### config.mk
export PLATFORM = sky130hd
export DESIGN_NAME = race_state_controller_flat
export DESIGN_NICKNAME = d
export VERILOG_FILES = /design/src/rtl/race_pkg.sv /design/src/rtl/race_state_controller_if.sv /design/src/rtl/tick_prescaler.sv /design/src/rtl/race_state_controller.sv /design/src/flat_wrapper.sv
export SDC_FILE = /design/constraint.sdc
export NUM_CORES = 1
export LEC_CHECK = 0
export CAP_MARGIN = 20
export CORE_MARGIN = 4
export CORE_UTILIZATION = 59
export CTS_BUF_LIST = sky130_fd_sc_hd__clkbuf_8
export DETAILED_ROUTE_END_ITERATION = 6
export PLACE_DENSITY = 0.82
export SLEW_MARGIN = 15
export SYNTH_ARGS = -nofsm -noshare
export SYNTH_HDL_FRONTEND = slang
export SYNTH_SLANG_ARGS = --single-unit
### constraint.sdc
create_clock -name clk -period 2.2 [get_ports clk]
set_input_delay 0.33 -clock clk [delete_from_list [all_inputs] [get_ports clk]]
set_output_delay 0.33 -clock clk [all_outputs]
set_load 0.01 [all_outputs]
### src/rtl/race_pkg.sv
// Race sequencing constants shared by the race FSM, physics engine and HUD.
// State encodings are fixed; 2 and 7 are unused.
package race_pkg;

  localparam int STATE_W = 3;
  localparam int CD_W    = 3;
  localparam int LAP_W   = 3;
  localparam int TICKS_W = 16;

  typedef enum logic [STATE_W-1:0] {
    IDLE      = 3'd0,
    SETTING   = 3'd1,
    COUNTDOWN = 3'd3,
    RACING    = 3'd4,
    PAUSE     = 3'd5,
    FINISH    = 3'd6
  } race_state_e;

  function automatic int cnt_w(input int n);
    return (n > 1) ? $clog2(n) : 1;
  endfunction

endpackage

### src/rtl/race_state_controller_if.sv
// Control pulses in, race status out, between the race FSM and its
// neighbours (input debouncers, physics engine, HUD).
interface race_state_controller_if;
  import race_pkg::*;

  logic               start_pulse;
  logic               pause_pulse;
  logic               lap_pulse;
  logic [STATE_W-1:0] state;
  logic [CD_W-1:0]    countdown;
  logic [TICKS_W-1:0] race_ticks;
  logic [LAP_W-1:0]   lap;
  logic               finish_pulse;

  modport master (
    output start_pulse, pause_pulse, lap_pulse,
    input  state, countdown, race_ticks, lap, finish_pulse
  );

  modport slave (
    input  start_pulse, pause_pulse, lap_pulse,
    output state, countdown, race_ticks, lap, finish_pulse
  );

endinterface

### src/rtl/tick_prescaler.sv
// Free-running clk divider; tick is high on the last cycle of each period.
// Holding en low freezes the phase so a paused race resumes seamlessly.
module tick_prescaler
  import race_pkg::*;
#(
  parameter int unsigned CLKS_PER_TICK = 1_000_000
) (
  input  logic clk,
  input  logic rst_n,
  input  logic en,
  input  logic clr,
  output logic tick
);

  localparam int W = cnt_w(CLKS_PER_TICK);
  localparam logic [W-1:0] LAST = W'(CLKS_PER_TICK - 1);

  logic [W-1:0] cnt;

  always_ff @(posedge clk or negedge rst_n) begin
    if (!rst_n) begin
      cnt <= '0;
    end else if (clr) begin
      cnt <= '0;
    end else if (en) begin
      cnt <= (cnt == LAST) ? '0 : cnt + 1'b1;
    end
  end

  assign tick = en && !clr && (cnt == LAST);

endmodule

### src/rtl/race_state_controller.sv
// Race-level FSM: settings, countdown, racing, pause and finish, plus the
// race timer and lap counter feeding the physics engine and HUD.
module race_state_controller
  import race_pkg::*;
#(
  parameter int unsigned CLKS_PER_TICK = 1_000_000,
  parameter int unsigned TICKS_PER_SEC = 100,
  parameter int unsigned COUNTDOWN_SEC = 3,
  parameter int unsigned LAP_TOTAL     = 3
) (
  input logic clk,
  input logic rst_n,
  race_state_controller_if.slave bus
);

  localparam int SW = cnt_w(TICKS_PER_SEC);
  localparam logic [SW-1:0] SEC_LAST = SW'(TICKS_PER_SEC - 1);

  race_state_e        state_q, state_d;
  logic [CD_W-1:0]    countdown_q, countdown_d;
  logic [TICKS_W-1:0] ticks_q, ticks_d;
  logic [LAP_W-1:0]   lap_q, lap_d;
  logic [SW-1:0]      sec_q, sec_d;
  logic               fin_q, fin_d;
  logic               en, clr, tick;

  tick_prescaler #(
    .CLKS_PER_TICK(CLKS_PER_TICK)
  ) u_presc (
    .clk  (clk),
    .rst_n(rst_n),
    .en   (en),
    .clr  (clr),
    .tick (tick)
  );

  always_ff @(posedge clk or negedge rst_n) begin
    if (!rst_n) begin
      state_q     <= IDLE;
      countdown_q <= '0;
      ticks_q     <= '0;
      lap_q       <= '0;
      sec_q       <= '0;
      fin_q       <= 1'b0;
    end else begin
      state_q     <= state_d;
      countdown_q <= countdown_d;
      ticks_q     <= ticks_d;
      lap_q       <= lap_d;
      sec_q       <= sec_d;
      fin_q       <= fin_d;
    end
  end

  always_comb begin
    state_d     = state_q;
    countdown_d = countdown_q;
    ticks_d     = ticks_q;
    lap_d       = lap_q;
    sec_d       = sec_q;
    fin_d       = 1'b0;
    en          = 1'b0;
    clr         = 1'b0;
    unique case (state_q)
      IDLE: begin
        if (bus.start_pulse) state_d = SETTING;
      end
      SETTING: begin
        if (bus.start_pulse) begin
          state_d     = COUNTDOWN;
          countdown_d = CD_W'(COUNTDOWN_SEC);
          clr         = 1'b1;
          sec_d       = '0;
          ticks_d     = '0;
          lap_d       = '0;
        end
      end
      COUNTDOWN: begin
        en = 1'b1;
        if (tick) begin
          if (sec_q == SEC_LAST) begin
            sec_d = '0;
            if (countdown_q == 3'd1) begin
              state_d     = RACING;
              countdown_d = '0;
            end else begin
              countdown_d = countdown_q - 3'd1;
            end
          end else begin
            sec_d = sec_q + 1'b1;
          end
        end
      end
      RACING: begin
        en = 1'b1;
        if (tick && ticks_q != 16'hFFFF) ticks_d = ticks_q + 16'd1;
        if (bus.lap_pulse) begin
          lap_d = lap_q + 3'd1;
          // final lap beats a coincident pause
          if (lap_q + 3'd1 == LAP_W'(LAP_TOTAL)) begin
            state_d = FINISH;
            fin_d   = 1'b1;
          end else if (bus.pause_pulse) begin
            state_d = PAUSE;
          end
        end else if (bus.pause_pulse) begin
          state_d = PAUSE;
        end
      end
      PAUSE: begin
        if (bus.pause_pulse) state_d = RACING;
      end
      FINISH: begin
        if (bus.start_pulse) begin
          state_d     = IDLE;
          countdown_d = '0;
          ticks_d     = '0;
          lap_d       = '0;
        end
      end
      default: begin
        state_d     = IDLE;
        countdown_d = '0;
      end
    endcase
  end

  assign bus.state        = state_q;
  assign bus.countdown    = countdown_q;
  assign bus.race_ticks   = ticks_q;
  assign bus.lap          = lap_q;
  assign bus.finish_pulse = fin_q;

endmodule

### src/flat_wrapper.sv
// flat-port wrapper written by rule: the top's interface ports become plain ports
module race_state_controller_flat import race_pkg::*;
#(
  parameter int unsigned CLKS_PER_TICK = 1_000_000,
  parameter int unsigned TICKS_PER_SEC = 100,
  parameter int unsigned COUNTDOWN_SEC = 3,
  parameter int unsigned LAP_TOTAL     = 3
)
  (clk, rst_n, bus_start_pulse, bus_pause_pulse, bus_lap_pulse, bus_state, bus_countdown, bus_race_ticks, bus_lap, bus_finish_pulse);
  race_state_controller_if bus_i ();
  input logic clk;
  input logic rst_n;
  input wire logic [$bits(bus_i.start_pulse)-1:0] bus_start_pulse;
  input wire logic [$bits(bus_i.pause_pulse)-1:0] bus_pause_pulse;
  input wire logic [$bits(bus_i.lap_pulse)-1:0] bus_lap_pulse;
  output wire logic [$bits(bus_i.state)-1:0] bus_state;
  output wire logic [$bits(bus_i.countdown)-1:0] bus_countdown;
  output wire logic [$bits(bus_i.race_ticks)-1:0] bus_race_ticks;
  output wire logic [$bits(bus_i.lap)-1:0] bus_lap;
  output wire logic [$bits(bus_i.finish_pulse)-1:0] bus_finish_pulse;
  assign bus_i.start_pulse = bus_start_pulse;
  assign bus_i.pause_pulse = bus_pause_pulse;
  assign bus_i.lap_pulse = bus_lap_pulse;
  assign bus_state = bus_i.state;
  assign bus_countdown = bus_i.countdown;
  assign bus_race_ticks = bus_i.race_ticks;
  assign bus_lap = bus_i.lap;
  assign bus_finish_pulse = bus_i.finish_pulse;
  race_state_controller #(.CLKS_PER_TICK(CLKS_PER_TICK), .TICKS_PER_SEC(TICKS_PER_SEC), .COUNTDOWN_SEC(COUNTDOWN_SEC), .LAP_TOTAL(LAP_TOTAL)) u_core (.clk(clk), .rst_n(rst_n), .bus(bus_i));
endmodule
# == Yosys cells after proc, flatten, opt, wreduce, memory -nomap -nowiden ==
# Cells that the tools add are included.
# op_classes
n_addsub,5
eq_ne,20
muxes,33
bitwise_logic,1
reduce_logical,16
# op_table
op,count
20-bit 2-to-1 mux,3
3-bit 2-to-1 mux,14
16-bit 2-to-1 mux,2
16-bit case mux with 2 select lines,1
7-bit 2-to-1 mux,3
"20-bit by 1-bit adder with 20-bit output, second input constant",1
"20-bit equality test, second input constant",1
3-bit case mux with 6 select lines,1
"16-bit by 1-bit adder with 16-bit output, second input constant",1
"16-bit != test, second input constant",1
7-bit case mux with 2 select lines,1
3-bit case mux with 4 select lines,1
"2-bit by 1-bit != test with 1-bit output, second input constant",5
"2-bit != test, second input constant",5
"3-bit equality test, second input constant",3
3-bit AND reduction,3
"7-bit by 1-bit adder with 7-bit output, second input constant",1
"7-bit equality test, second input constant",1
7-bit AND reduction,1
"3-bit by 1-bit equality test with 1-bit output, second input constant",2
"3-bit by 2-bit equality test with 1-bit output, second input constant",2
1-bit 2-to-1 mux,6
3-bit case mux with 2 select lines,1
2-bit nonzero test,3
9 further kinds,12
# totals
ff_bits,53
in_bits,5
output_inout_bits,26

# == Depth between registers and ports, before layout ==
# depth
ltp_word,8
ltp_mapped,9
mapped_depth_nobuf,7

# == By module ==
# Synthesis repeated with hierarchy kept, for this count alone.
# hier_totals
hier_cells,362
area_unflattened_um2,3320.7
# by_module_without_submodules
mod,instances,cells_each,area_each_um2,seq_area_each_um2
race_state_controller,1,224,2140.8,825.8
tick_prescaler,1,138,1179.9,500.5

# == Least setup slack after synthesis ==
# No wires, ideal clock.
# synth_timing
kind,flip-flop to flip-flop
start,reg u_core.ticks_q[1] (netlist: u_core.bus.race_ticks[1])
end,reg u_core.ticks_q[12] (netlist: u_core.bus.race_ticks[12])
setup_time_ps,82
arrival_ps,1917
slack_ps,201
stages_incl_launch_ff,10
period_less_slack_ps,1999
path_cell_list,dfrtp_1 -> ha_1 -> nand4_1 -> nor4_2 -> and4b_1 -> buf_6 -> nand2b_4 -> buf_6 -> buf_6 -> a31oi_1
# synth_via
elab_chain_cells,4
elab_cells_between_ends,7
# synth_lines
element,line,source
start: declaration,race_state_controller.sv:21,"logic [TICKS_W-1:0] ticks_q, ticks_d;"
start signal: assignment,race_state_controller.sv:48,ticks_q <= ticks_d;
"parallel branches: the longest is 4 deep, another holds 16-bit by 1-bit adder with 16-bit output",--,
# Several ways; the timed one is not identified. The select of a mux whose other input is x is not followed.
# A chain may end at the register's enable or synchronous reset.

# == Worst setup path after layout ==
# layout_timing
start,reg u_core.u_presc.cnt[1]
end,reg u_core.state_q[0] (netlist: u_core.bus.state[0])
# layout_via
elab_chain_cells,4
# layout_lines
element,line,source
start: declaration,tick_prescaler.sv:18,logic [W-1:0] cnt;
start signal: assignment,tick_prescaler.sv:26,cnt <= (cnt == LAST) ? '0 : cnt + 1'b1;
20-bit equality test,tick_prescaler.sv:30,assign tick = en && !clr && (cnt == LAST);
1-bit logical AND,tick_prescaler.sv:30,
2-bit by 1-bit != test with 1-bit output (no line),--,
7-bit AND reduction (no line),--,
end signal: assignment,race_state_controller.sv:46,state_q <= state_d;
end: declaration,race_state_controller.sv:19,"race_state_e state_q, state_d;"
# No other way between the ends.

==> results_dict.tcl <==
set metrics [dict create \
    cellPowerDensity_nw_per_um2 1010 \
    netSwitchingFraction_pct 39.5 \
    clock-skew-final_ns 0.00725 \
    critical_path.startpoint_type "flip-flop" \
    synth_sequential_area_ratio_pct 42.1 \
    crit_required_ns 2.40 \
    n_antenna_cell 0 \
    arr_time_crit_path_ns 2.22 \
    final.period_utilization_pct 91.9 \
    clkSlewWorstSetupHoldPaths_ns 0.09 \
    yosys_register_bits 53 \
    p_int_w 0.00226 \
    core_um2 5140 \
    syn_to_final_growth_pct 18.1 \
    overflow 0 \
    clk_root_buffer_cell "clkbuf_8" \
    cts-htree-levels 2 \
    drc_errors 0 \
    clock_path_buffers 2 \
    relSlewSlack_pct 54.5 \
    tightestPinTransition_ns 0.682 \
    final-setup-viol-count 0 \
    design.die.area_um2 6570 \
    synthesis.instances 347 \
    fin_tns_setup_ns 0 \
    cts_made_buffers 5 \
    rsz0062_at_grt "no" \
    timing.setup.critical_path_class "reg -> reg" \
    place_inst 454 \
    timing.critical_path.fanout_max 12 \
    antenna_found_initial 0 \
    post_layout_nonfiller_instances 461 \
    min-delay-path-class "in -> async" \
    worst_ir_drop_vdd_mv 0.653 \
    number_of_warnings_reported_in_the_yosys_synthesis_log 0 \
    num-fill-cells 411 \
    pwr-share-seq_pct 40.9 \
    io_buffer_count 30 \
    grt_max_degree 54 \
    wl_per_cell_um 16.4 \
    antenna_violating_nets_post_route 0 \
    detailedRoute.firstIterationViolations 255 \
    cp-end-kind "flip-flop" \
    leakage_nw 1.55 \
    tritoncts "yes" \
    detailedRoute.firstPassIterationCount 5 \
    timing.final.crit_period_ns 2.02 \
    outcome "completed" \
    most_common_cell_after_layout_fill_and_taps_aside "dfrtp_1" \
    die_height_um 81.0 \
    hold_viol 0 \
    power_frac_comb_pct 44.1 \
    floorplan.initialDensity_pct 61.2 \
    mostFrequentLayoutCells "dfrtp_1 (53), nand2_1 (34), clkdlybuf4s50_1 (29)" \
    num_vias 2959 \
    power.total_w 0.00374 \
    postSynth.asyncResetShare_pct 100 \
    synth_ff_type "dfrtp_1" \
    grt_first_pass_wirelength_mm 13.0 \
    synth_area_leader_cell "dfrtp_1" \
    routabilityCongestion 0.952 \
    ioPinCount 31 \
    global_route.usage.total_pct 25.1 \
    post_synth_main_area_contributors "dfrtp_1 (42%), a31oi_1 (4.2%), nand2_1 (4.1%)" \
    yosys.cell_types.count 60 \
    dp_hpwl_mm 5.18 \
    finalWirelength_mm 7.54 \
    synthesis.area_um2 3150 \
    switching_power_w 0.00148 \
    layout-drive-gt1-share_pct 11.3 \
    clkLatencyLatePin_ns 0.31 \
    postSynthAreaPerCell_um2 9.07 \
    synth_top_cell_area_share_pct 42.1 \
    report.final.slew_viol_count 0 \
    layout.nets 403 \
    clock_power_share_pct 15.0 \
    die_span_x_um 81.0 \
    syn_nets 359 \
    cap_violations 0 \
    placementRows 26 \
    drt-vias-per-instance 6.42 \
    synth_enable_flop_cells 0 \
    vias_in_the_first_global_route 2847 \
    clkSinkCount 53 \
    achievable-frequency_mhz 495 \
]
-- power by group through the flow --
stage | Combinational, W | Clock [W] | Sequential, W
after global routing | 0.00182 | 0.000625 | 0.00157
final | 0.00165 | 0.000563 | 0.00153
after CTS | 0.00164 | 0.000579 | 0.00152
after detailed placement | 0.00163 | 0 | 0.00154
after global placement | 0.00159 | 0 | 0.00153
after floorplan | 0.000906 | 0 | 0.00156
-- path summary, 6_finish.rpt --
path | to | cells after the start | startpoint | slack (ns)
max reg2reg | u_core.bus.state[0] | 6 | u_core.u_presc.cnt[1] | 0.18
min in group clk | u_core.u_presc.cnt[18] | 1 | u_core.u_presc.cnt[18] | 0.49
min | u_core.sec_q[5] | 2 | rst_n | 0.12
max in group asynchronous | u_core.u_presc.cnt[2] | 2 | rst_n | 1.60
max | u_core.bus.state[0] | 6 | u_core.u_presc.cnt[1] | 0.18
min reg2reg | u_core.u_presc.cnt[18] | 1 | u_core.u_presc.cnt[18] | 0.49
-- cell families after synthesis --
group	share of synthesized area (%)
and+or+nand+nor	24.7
AOI/OAI and AO/OA	21.9
DFF	42.1
buffers and inverters	3.98
xor gates and xnor gates	2.78
adders and majority gates	2.78
muxes	1.63
-- registers in the layout, indices dropped and copies added, names as in the netlist --
| name | flops |
|---|---|
| u_core.bus.finish_pulse | 1 |
| u_core.bus.race_ticks | 16 |
| u_core.bus.state | 3 |
| u_core.bus.countdown | 3 |
| u_core.bus.lap | 3 |
| u_core.u_presc.cnt | 20 |
| u_core.sec_q | 7 |
-- cells in the mapped netlist, drive strengths merged, types with 8 or more instances --
library cell  instances
a21oi                18
a31oi                24
buf                   8
clkbuf                8
dfrtp                53
inv                  10
nand2                34
nand2b                8
nand3                16
nand4                11
nor2                 24
nor3                  9
nor4                  9
o21ai                25
-- critical path, cell delays in order, from the launching register on --
cell,delay [ns]
dfrtp_1,0.40
ha_1,0.21
nand3_1,0.24
nor4_4,0.28
and2_2,0.34
nand2_1,0.11
a221o_1,0.32
-- per-stage QoR --
stage	instance area, um2	hold WS [ns]	setup slack (ns)	utilization, %
2_1_floorplan	3150	0.0344	0.201	-
3_3_place_gp	3610	0.465	0.118	70.3
3_5_place_dp	3610	0.485	0.0472	70.3
4_1_cts	3700	0.159	0.0430	72.0
5_1_grt	3720	0.190	0.0377	72.3
6_report	3720	0.122	0.179	72.3
-- layout make-up --
cell class	instances	area [um2]	share of cell area, %
clock buffers	6	82.6	2.22
clock inverters	1	3.75	0.101
inverters	10	37.5	1.01
multi-input cells	268	1710	46.0
flip-flops and latches	53	1330	35.7
well taps	70	87.6	2.36
repair buffers	53	468	12.6
-- metal layers --
metal	vias to the layer above	wire length, um	part of all wire [%]	global-route usage, %
met5	-	0	0	0
met4	0	110	1.5	9.63
met3	14	344	4.6	5.10
met2	107	3770	50	41.6
met1	1444	3310	44	32.3
li1	1394	-	-	-
-- timing repair --
item,in CTS,in global routing
setup endpoints to repair,0,10
buffers inserted,0,0
gates resized for setup,0,3
hold buffers,0,0
No activity file was read; power rests on OpenSTA's default activity.
